$ cat src/rtl/decoder2to4_seq_pkg.sv
// Shared state codes and default sizing for the registered one-hot decoder.
// Counter preload helper converts a cycle count into a down-counter start value.
package decoder2to4_seq_pkg;

    localparam int N_DEF    = 2;
    localparam int HOLD_DEF = 4;
    localparam int GAP_DEF  = 1;

    typedef logic [1:0] state_t;

    localparam state_t ST_IDLE = 2'b00;
    localparam state_t ST_HOLD = 2'b01;
    localparam state_t ST_GAP  = 2'b10;

    // A phase lasting c cycles ends when the counter reaches zero, so it starts at c-1.
    function automatic logic [7:0] cnt_init(input int cycles);
        return (cycles > 0) ? 8'(cycles - 1) : 8'd0;
    endfunction

endpackage

$ cat src/rtl/decoder2to4_seq_hold_counter.sv
// Loadable 8-bit down-counter with a zero flag; load wins over decrement.
// Decrement stops at zero so an extra decrement request can never wrap.
module decoder2to4_seq_hold_counter (
    input  logic       clk,
    input  logic       rst_n,
    input  logic       i_load,
    input  logic [7:0] i_load_val,
    input  logic       i_dec,
    output logic       o_zero
);

    logic [7:0] r_cnt;

    always_ff @(posedge clk or negedge rst_n) begin
        if (!rst_n) begin
            r_cnt <= 8'd0;
        end else if (i_load) begin
            r_cnt <= i_load_val;
        end else if (i_dec && (r_cnt != 8'd0)) begin
            r_cnt <= r_cnt - 8'd1;
        end
    end

    assign o_zero = (r_cnt == 8'd0);

endmodule

$ cat src/rtl/decoder2to4_seq.sv
// Registered N-to-2^N decoder: accepted code -> one-hot for HOLD cycles, then GAP idle cycles; 1-cycle latency.
// in_ready is high only in IDLE (stalls upstream while busy); DECODER2TO4_SEQ_OVERRUN_EN adds overrun_cnt.
module decoder2to4_seq
    import decoder2to4_seq_pkg::*;
#(
    parameter int N    = N_DEF,
    parameter int HOLD = HOLD_DEF,
    parameter int GAP  = GAP_DEF
) (
    input  logic              clk,
    input  logic              rst_n,
    input  logic              in_valid,
    input  logic              in_zero,
    input  logic [N-1:0]      in_code,
    output logic              in_ready,
    output logic [2**N-1:0]   out_onehot,
    output logic              out_valid,
    output logic              busy
`ifdef DECODER2TO4_SEQ_OVERRUN_EN
    ,
    output logic [7:0]        overrun_cnt
`endif
);

    localparam int         W         = 2**N;
    localparam logic [7:0] HOLD_INIT = cnt_init(HOLD);
    localparam logic [7:0] GAP_INIT  = cnt_init(GAP);

    state_t         r_state;
    state_t         w_state_nxt;
    logic [W-1:0]   r_onehot;
    logic           r_out_vld;
    logic           w_take;
    logic           w_load;
    logic [7:0]     w_load_val;
    logic           w_dec;
    logic           w_cnt_zero;
    logic [W-1:0]   w_decode;

    assign in_ready = (r_state == ST_IDLE);
    assign busy     = (r_state == ST_HOLD) || (r_state == ST_GAP);
    // A zero-flagged transfer still completes the handshake but produces nothing.
    assign w_take   = in_valid && !in_zero && in_ready;
    assign w_decode = {{(W-1){1'b0}}, 1'b1} << in_code;

    decoder2to4_seq_hold_counter u_hold_counter (
        .clk        (clk),
        .rst_n      (rst_n),
        .i_load     (w_load),
        .i_load_val (w_load_val),
        .i_dec      (w_dec),
        .o_zero     (w_cnt_zero)
    );

    always_comb begin
        w_state_nxt = r_state;
        w_load      = 1'b0;
        w_load_val  = 8'd0;
        w_dec       = 1'b0;
        case (r_state)
            ST_IDLE: begin
                if (w_take) begin
                    w_state_nxt = ST_HOLD;
                    w_load      = 1'b1;
                    w_load_val  = HOLD_INIT;
                end
            end
            ST_HOLD: begin
                if (w_cnt_zero) begin
                    if (GAP > 0) begin
                        w_state_nxt = ST_GAP;
                        w_load      = 1'b1;
                        w_load_val  = GAP_INIT;
                    end else begin
                        w_state_nxt = ST_IDLE;
                    end
                end else begin
                    w_dec = 1'b1;
                end
            end
            ST_GAP: begin
                if (w_cnt_zero) begin
                    w_state_nxt = ST_IDLE;
                end else begin
                    w_dec = 1'b1;
                end
            end
            default: begin
                w_state_nxt = ST_IDLE;
            end
        endcase
    end

    always_ff @(posedge clk or negedge rst_n) begin
        if (!rst_n) begin
            r_state   <= ST_IDLE;
            r_onehot  <= '0;
            r_out_vld <= 1'b0;
        end else begin
            r_state   <= w_state_nxt;
            r_out_vld <= (w_state_nxt == ST_HOLD);
            // in_code is captured only on the accept edge; HOLD just keeps the register.
            if (w_state_nxt != ST_HOLD) begin
                r_onehot <= '0;
            end else if (w_take) begin
                r_onehot <= w_decode;
            end
        end
    end

    assign out_onehot = r_onehot;
    assign out_valid  = r_out_vld;

`ifdef DECODER2TO4_SEQ_OVERRUN_EN
    logic [7:0] r_overrun_cnt;

    always_ff @(posedge clk or negedge rst_n) begin
        if (!rst_n) begin
            r_overrun_cnt <= 8'd0;
        end else if (in_valid && !in_zero && (r_state != ST_IDLE) && (r_overrun_cnt != 8'hFF)) begin
            r_overrun_cnt <= r_overrun_cnt + 8'd1;
        end
    end

    assign overrun_cnt = r_overrun_cnt;
`endif

endmodule
$ cat config.mk
export PLATFORM = sky130hd
export DESIGN_NAME = decoder2to4_seq
export DESIGN_NICKNAME = d
export VERILOG_FILES = /design/src/rtl/decoder2to4_seq_pkg.sv /design/src/rtl/decoder2to4_seq_hold_counter.sv /design/src/rtl/decoder2to4_seq.sv
export SDC_FILE = /design/constraint.sdc
export NUM_CORES = 1
export LEC_CHECK = 0
export CORE_MARGIN = 2
export CORE_UTILIZATION = 43
export DETAILED_ROUTE_END_ITERATION = 6
export DONT_BUFFER_PORTS = 1
export PLACE_DENSITY = 0.61
export SLEW_MARGIN = 20
export SYNTH_ARGS = -nofsm -noshare
export SYNTH_HDL_FRONTEND = slang
export SYNTH_SLANG_ARGS = --single-unit
$ cat constraint.sdc
create_clock -name clk -period 2.6 [get_ports clk]
set_input_delay 0.52 -clock clk [delete_from_list [all_inputs] [get_ports clk]]
set_output_delay 0.52 -clock clk [all_outputs]
set_load 0.1 [all_outputs]
-- Word level (Yosys, flattened, before mapping)
Index checks and enable logic that the tools add are counted.
- add/sub/neg operators: 1
- equality and inequality tests: 4
- shift operators: 1
- multiplexer cells: 15
- reduce and logical (&&, ||, !) cells: 11
- operators with widths (cell ; number):
    $mux W8 ; 2
    $mux W2 ; 5
    $logic_not A8 Y1 ; 1
    $mux W4 ; 2
    $reduce_bool A8 Y1 ; 1
    $sub A8 B1 Y8 const B ; 1
    $pmux W2 S3 ; 1
    $eq A2 B1 Y1 const B ; 2
    $mux W1 ; 4
    $reduce_bool A2 Y1 ; 2
    $shl A1 B2 Y4 const A ; 1
    $logic_and A1 B1 Y1 ; 3
    $eq A2 B2 Y1 const B ; 1
    $logic_not A2 Y1 ; 1
    $ne A2 B1 Y1 const B ; 1
    $pmux W1 S2 ; 1
    $reduce_or A2 Y1 ; 1
    $logic_not A1 Y1 ; 1
    $logic_or A1 B1 Y1 ; 1
- flip-flop bits (word level): 15
- output and inout port bits: 7
- logic and storage cells: 36

-- Logic depth before layout (Yosys ltp)
- word-level depth: 7
- mapped depth: 7

-- Cells and area by module
From an unflattened synthesis, not the netlist that was laid out.
- cells, all modules: 101
- area total of the unflattened synthesis: 987.2 um2
- modules (own cells, without submodules) (module ; instances ; cells an instance ; area an instance (um2) ; seq. area each (um2)):
    decoder2to4_seq_hold_counter ; 1 ; 58 ; 528.0 ; 200.2
    decoder2to4_seq ; 1 ; 43 ; 459.2 ; 175.2

-- Worst setup path after synthesis
OpenSTA, ideal clock, no wires.
- path type: register to register
- start: register r_state[1]
- end: register u_hold_counter.r_cnt[5]
- setup time: 0.120 ns
- arrival time: 2.523 ns
- required time: 2.480 ns
- path slack: -0.043 ns
- stages on the path, launching flop included: 7
- cells stage by stage: dfrtp_1 > inv_1 > ha_1 > or4b_4 > a2111oi_2 > xnor2_1 > nor2_2
- cells in the longest elaborated chain, start to end: 5
- elaborated cells on any way between the ends: 11
- those cells by class: 2 x eq/ne; 4 x mux; 5 x reduce/logical
- RTL lines (what ; line ; text):
    from (decl) ; decoder2to4_seq.sv:29 ; state_t r_state;
    from (signal assigned) ; decoder2to4_seq.sv:100 ; r_state <= w_state_nxt;
    $logic_not A2 Y1 (tied with other cells) ; decoder2to4_seq.sv:40, decoder2to4_seq.sv:60 ;
    $logic_and A1 B1 Y1 or $reduce_or A2 Y1 (tied branches) ; n/a ;
    $mux W1, on equally long branches ; n/a ;
    $pmux W1 S2 or $logic_and A1 B1 Y1 (tied branches) ; decoder2to4_seq.sv:60, decoder2to4_seq_hold_counter.sv:19 ;
    $mux W8 or $reduce_bool A2 Y1 (tied branches) ; n/a ;
    to (signal assigned) ; decoder2to4_seq_hold_counter.sv:18 ; r_cnt <= i_load_val;
    to (signal assigned) ; decoder2to4_seq_hold_counter.sv:20 ; r_cnt <= r_cnt - 8'd1;
    to (decl) ; decoder2to4_seq_hold_counter.sv:12 ; logic [7:0] r_cnt;
Several ways; a longest one is shown, not always the timed one.
A chain may end at the register's enable or synchronous reset.

-- Worst setup path in the final report
- start: register r_state[1]
- end: register u_hold_counter.r_cnt[7]
The elaborated chain is that of the path after synthesis.

==> impl_metrics.prom <==
# TYPE chip_impl_metric gauge
chip_impl_metric{name="regToRegSetupSlack",unit="ns"} 0.53
chip_impl_metric{name="io-pin-count",unit=""} 13
chip_impl_metric{name="synth_seq_cells",unit=""} 15
chip_impl_metric{name="sink_count",unit=""} 15
chip_impl_metric{name="synth_mux_area_frac",unit=""} 0.02326
chip_impl_info{name="synthMostInstantiatedCell",value="dfrtp_1"} 1
chip_impl_metric{name="proportion_of_synthesized_flip_flops_having_asynchronous_set_or_reset",unit=""} 1.000
chip_impl_metric{name="initial_core_util",unit=""} 0.4479
chip_impl_info{name="rr_endpoint",value="u_hold_counter.r_cnt[7]"} 1
chip_impl_metric{name="antenna_violating_nets_left",unit=""} 0
chip_impl_metric{name="core-area",unit="sq um"} 1922
chip_impl_metric{name="reg2regPathDepth",unit=""} 6
chip_impl_metric{name="cts-htree-levels",unit=""} 1
chip_impl_metric{name="grt_remaining_overflow",unit=""} 0
chip_impl_metric{name="crit_fanout",unit=""} 6
chip_impl_info{name="worstSetupStartpointType",value="flop"} 1
chip_impl_info{name="grt_setup_unrepaired",value="false"} 1
chip_impl_metric{name="hold_violations",unit=""} 0
chip_impl_metric{name="detail_route.vias_per_cell",unit=""} 5.702
chip_impl_metric{name="synth.top_cell.area_share",unit=""} 0.4360
chip_impl_metric{name="drt_wl_total",unit="um"} 1725
chip_impl_metric{name="fillCellCount",unit=""} 198
chip_impl_info{name="worst_setup_path_endpoint",value="u_hold_counter.r_cnt[7]"} 1
chip_impl_metric{name="count_of_flip_flops_with_a_built_in_enable_after_synthesis",unit=""} 0
chip_impl_metric{name="num_vias",unit=""} 690
chip_impl_info{name="synth_top_flop_cell",value="dfrtp_1"} 1
chip_impl_metric{name="fraction_of_final_layout_cells_with_drive_strength_greater_than_1",unit=""} 0.1277
chip_impl_metric{name="worst_path_largest_cell_delay",unit="ns"} 0.49
chip_impl_metric{name="hpwlAfterDp",unit="um"} 1281
chip_impl_metric{name="area_overhead_of_the_layout_relative_to_synthesis",unit="%"} 9.738
chip_impl_metric{name="clk_path_buf_depth",unit=""} 2
chip_impl_metric{name="nNetsFinal",unit=""} 106
chip_impl_metric{name="post_synth_xor_area_fraction",unit=""} 0.02035
chip_impl_metric{name="postSynthAreaPerCell",unit="sq um"} 9.782
chip_impl_info{name="critical_path.startpoint",value="r_state[1]"} 1
chip_impl_metric{name="drt_drc_violations_left",unit=""} 0
chip_impl_metric{name="area.sequential",unit="sq um"} 375.4
chip_impl_metric{name="syn-cell-area",unit="sq um"} 860.8
chip_impl_info{name="master_of_the_slowest_instance_on_the_critical_path",value="or4b_4"} 1
chip_impl_metric{name="final.hold.worst_slack",unit="ns"} 0.4433
chip_impl_info{name="largest_family_of_logic_cells_by_synthesized_area",value="simple AND/OR/NAND/NOR gates"} 1
chip_impl_metric{name="synth-simple-area-share",unit=""} 0.2791
chip_impl_info{name="critical_path_class",value="flop to flop"} 1
chip_impl_metric{name="final.period_utilization",unit=""} 0.7979
chip_impl_metric{name="gp_routability_congestion",unit=""} 0.7336
chip_impl_metric{name="max-slew-margin-rel",unit=""} 0.3972
chip_impl_info{name="crit_chain",value="inv_1 > ha_2 > or4b_4 > a2111oi_2 > xnor2_1 > nor2_1"} 1
chip_impl_info{name="cpLargestDelayFamily",value="simple AND/OR/NAND/NOR gates"} 1
chip_impl_metric{name="postSynthCellCount",unit=""} 88
chip_impl_metric{name="mappedNetlistNets",unit=""} 99
chip_impl_metric{name="clk_transition_reported_paths",unit="ns"} 0.09
chip_impl_info{name="end_kind",value="flop"} 1
chip_impl_metric{name="first_pass_iters",unit=""} 3
chip_impl_info{name="r2r-start",value="r_state[1]"} 1
chip_impl_metric{name="clkLatencyLatePin",unit="ns"} 0.29
chip_impl_metric{name="setup_tns",unit="ns"} 0
chip_impl_metric{name="antenna_found_initial",unit=""} 0
chip_impl_metric{name="grt_first_pass_wirelength",unit="um"} 3174
chip_impl_metric{name="drv_slew",unit=""} 0
chip_impl_metric{name="complex_gate_fraction_of_the_synthesized_area",unit=""} 0.1381
chip_impl_metric{name="path_depth",unit=""} 6
chip_impl_metric{name="grt_start_max_net_pins",unit=""} 16
chip_impl_info{name="cts_tree",value="done"} 1
chip_impl_metric{name="die_area",unit="sq um"} 2376
chip_impl_metric{name="postCtsSetupBuffers",unit=""} 0
chip_impl_metric{name="yosys_warnings",unit=""} 0
chip_impl_info{name="outcome",value="completed"} 1
chip_impl_metric{name="cp_data_arrival_time",unit="ns"} 2.25
chip_impl_metric{name="setup_viol",unit=""} 0
chip_impl_metric{name="timing.critical_path.buf_inv",unit=""} 1
chip_impl_info{name="synth_top_cell_by_area",value="dfrtp_1"} 1
chip_impl_metric{name="part_of_the_yosys_area_used_for_sequential_elements",unit=""} 0.4360
chip_impl_info{name="ctsRootBufferMaster",value="clkbuf_4"} 1
chip_impl_metric{name="port_buffers",unit=""} 0
chip_impl_metric{name="drt_iter0_drc",unit=""} 9
chip_impl_metric{name="final_period_minus_worst_setup_slack",unit="ns"} 2.074
chip_impl_metric{name="post_synth_num_cell_types",unit=""} 28
chip_impl_metric{name="grt_pass1_vias",unit=""} 695
chip_impl_metric{name="number_of_max_cap_violations",unit=""} 0
chip_impl_metric{name="tightest_slew",unit="ns"} 0.9042
chip_impl_metric{name="placed_cells",unit=""} 116
chip_impl_metric{name="routedWlPerCell",unit="um"} 14.26
chip_impl_metric{name="chipHeight",unit="um"} 48.74
chip_impl_info{name="worst_hold_path_type",value="input pin to flop"} 1
chip_impl_metric{name="placement_rows",unit=""} 16
chip_impl_metric{name="fin_skew",unit="ns"} 0.007318
chip_impl_metric{name="timing.critical_path.required",unit="ns"} 2.77
chip_impl_info{name="synth_top_cells_by_count",value="dfrtp_1, nand2_1, nor2_1"} 1
chip_impl_metric{name="final_instance_count_excl_fillers",unit=""} 121
chip_impl_metric{name="multiInputGateArea",unit="sq um"} 461.7
chip_impl_metric{name="post_synthesis_share_of_cell_area_spent_on_full_adders_half_adders_and_majority_gates",unit=""} 0.07267
chip_impl_metric{name="die_width",unit="um"} 48.74
chip_impl_metric{name="cts_made_buffers",unit=""} 3
chip_impl_metric{name="diodes",unit=""} 0
chip_impl_metric{name="gr-usage-all-layers",unit=""} 0.1752
chip_impl_info{name="yosys-top-cells-area",value="dfrtp_1, ha_1, a21oi_1, nor3_1, a2111oi_2"} 1
chip_impl_metric{name="timing.fmax",unit="GHz"} 0.4821
[layout by cell type (no fill, tap or decap), types with 3 or more instances in the layout]
master     n
nor2_1     8
nor3_1     7
nand2_1    8
nand3_1    3
ha_1       4
clkbuf_4   3
dfrtp_1   15
nor2b_1    3
a21oi_1    7
inv_1      6
[sequential cells by signal, indices dropped and copies added (netlist names)]
register              cells
out_onehot                4
out_valid                 1
r_state                   2
u_hold_counter.r_cnt      8
[tightest hold or removal path, stage by stage]
cell	delay, ns
nor3b_1	0.03
a21oi_1	0.10
nor3_1	0.05
[layer usage]
metal,vias up,share of wire,GRT usage
li1,330,-,-
met1,345,0.46,0.2202
met2,10,0.49,0.2831
met3,5,0.028,0.04012
met4,0,0.023,0.08571
met5,-,0,0
[metrics by stage]
step	instance area [sq um]	util	worst slack, ns
4_1_cts	944.7	0.4915	0.5295
3_5_place_dp	908.4	0.4727	0.5470
6_report	944.7	0.4915	0.5256
3_3_place_gp	908.4	0.4727	0.5927
5_1_grt	944.7	0.4915	0.2794
2_1_floorplan	863.3	-	0.2044
[what timing repair did]
item | CTS | global route
setup endpoints to repair | 0 | 0
hold buffers | 1 | 0
gates resized for setup | 0 | 0
endpoints found under the hold margin | 15 | 0
[worst min path at each step]
| stage | startpoint | endpoint | slack [ns] | depth (start not counted) |
|---|---|---|---|---|
| global route | in_code[0] | out_onehot[2] | 0.48 | 3 |
| finish | in_code[1] | out_onehot[1] | 0.44 | 3 |
| CTS | in_code[1] | out_onehot[1] | 0.44 | 3 |
| floorplan | rst_n | out_onehot[0] | 0.22 | 0 |
| detailed placement | rst_n | u_hold_counter.r_cnt[6] | 0.22 | 0 |
| global placement | rst_n | u_hold_counter.r_cnt[7] | 0.22 | 0 |
[cell families after synthesis]
| group | Yosys count |
|---|---|
| adder cells (fa/ha/maj) | 5 |
| XOR/XNOR | 2 |
| AND/OR/NAND/NOR | 41 |
| buffers and inverters | 7 |
| AO/OA/AOI/OAI | 16 |
| flip-flops | 15 |
| multiplexers | 2 |
[layout make-up]
| class | instances | share of cell area |
|---|---|---|
| Multi-Input combinational cell | 66 | 0.4887 |
| Sequential cell | 15 | 0.3974 |
| Tap cell | 27 | 0.03576 |
| Clock buffer | 4 | 0.02781 |
| Timing Repair Buffer | 3 | 0.02649 |
| Inverter | 6 | 0.02384 |
Power is not shown: default switching activity piles up to over one toggle a cycle in this logic, so the estimate is an artifact.
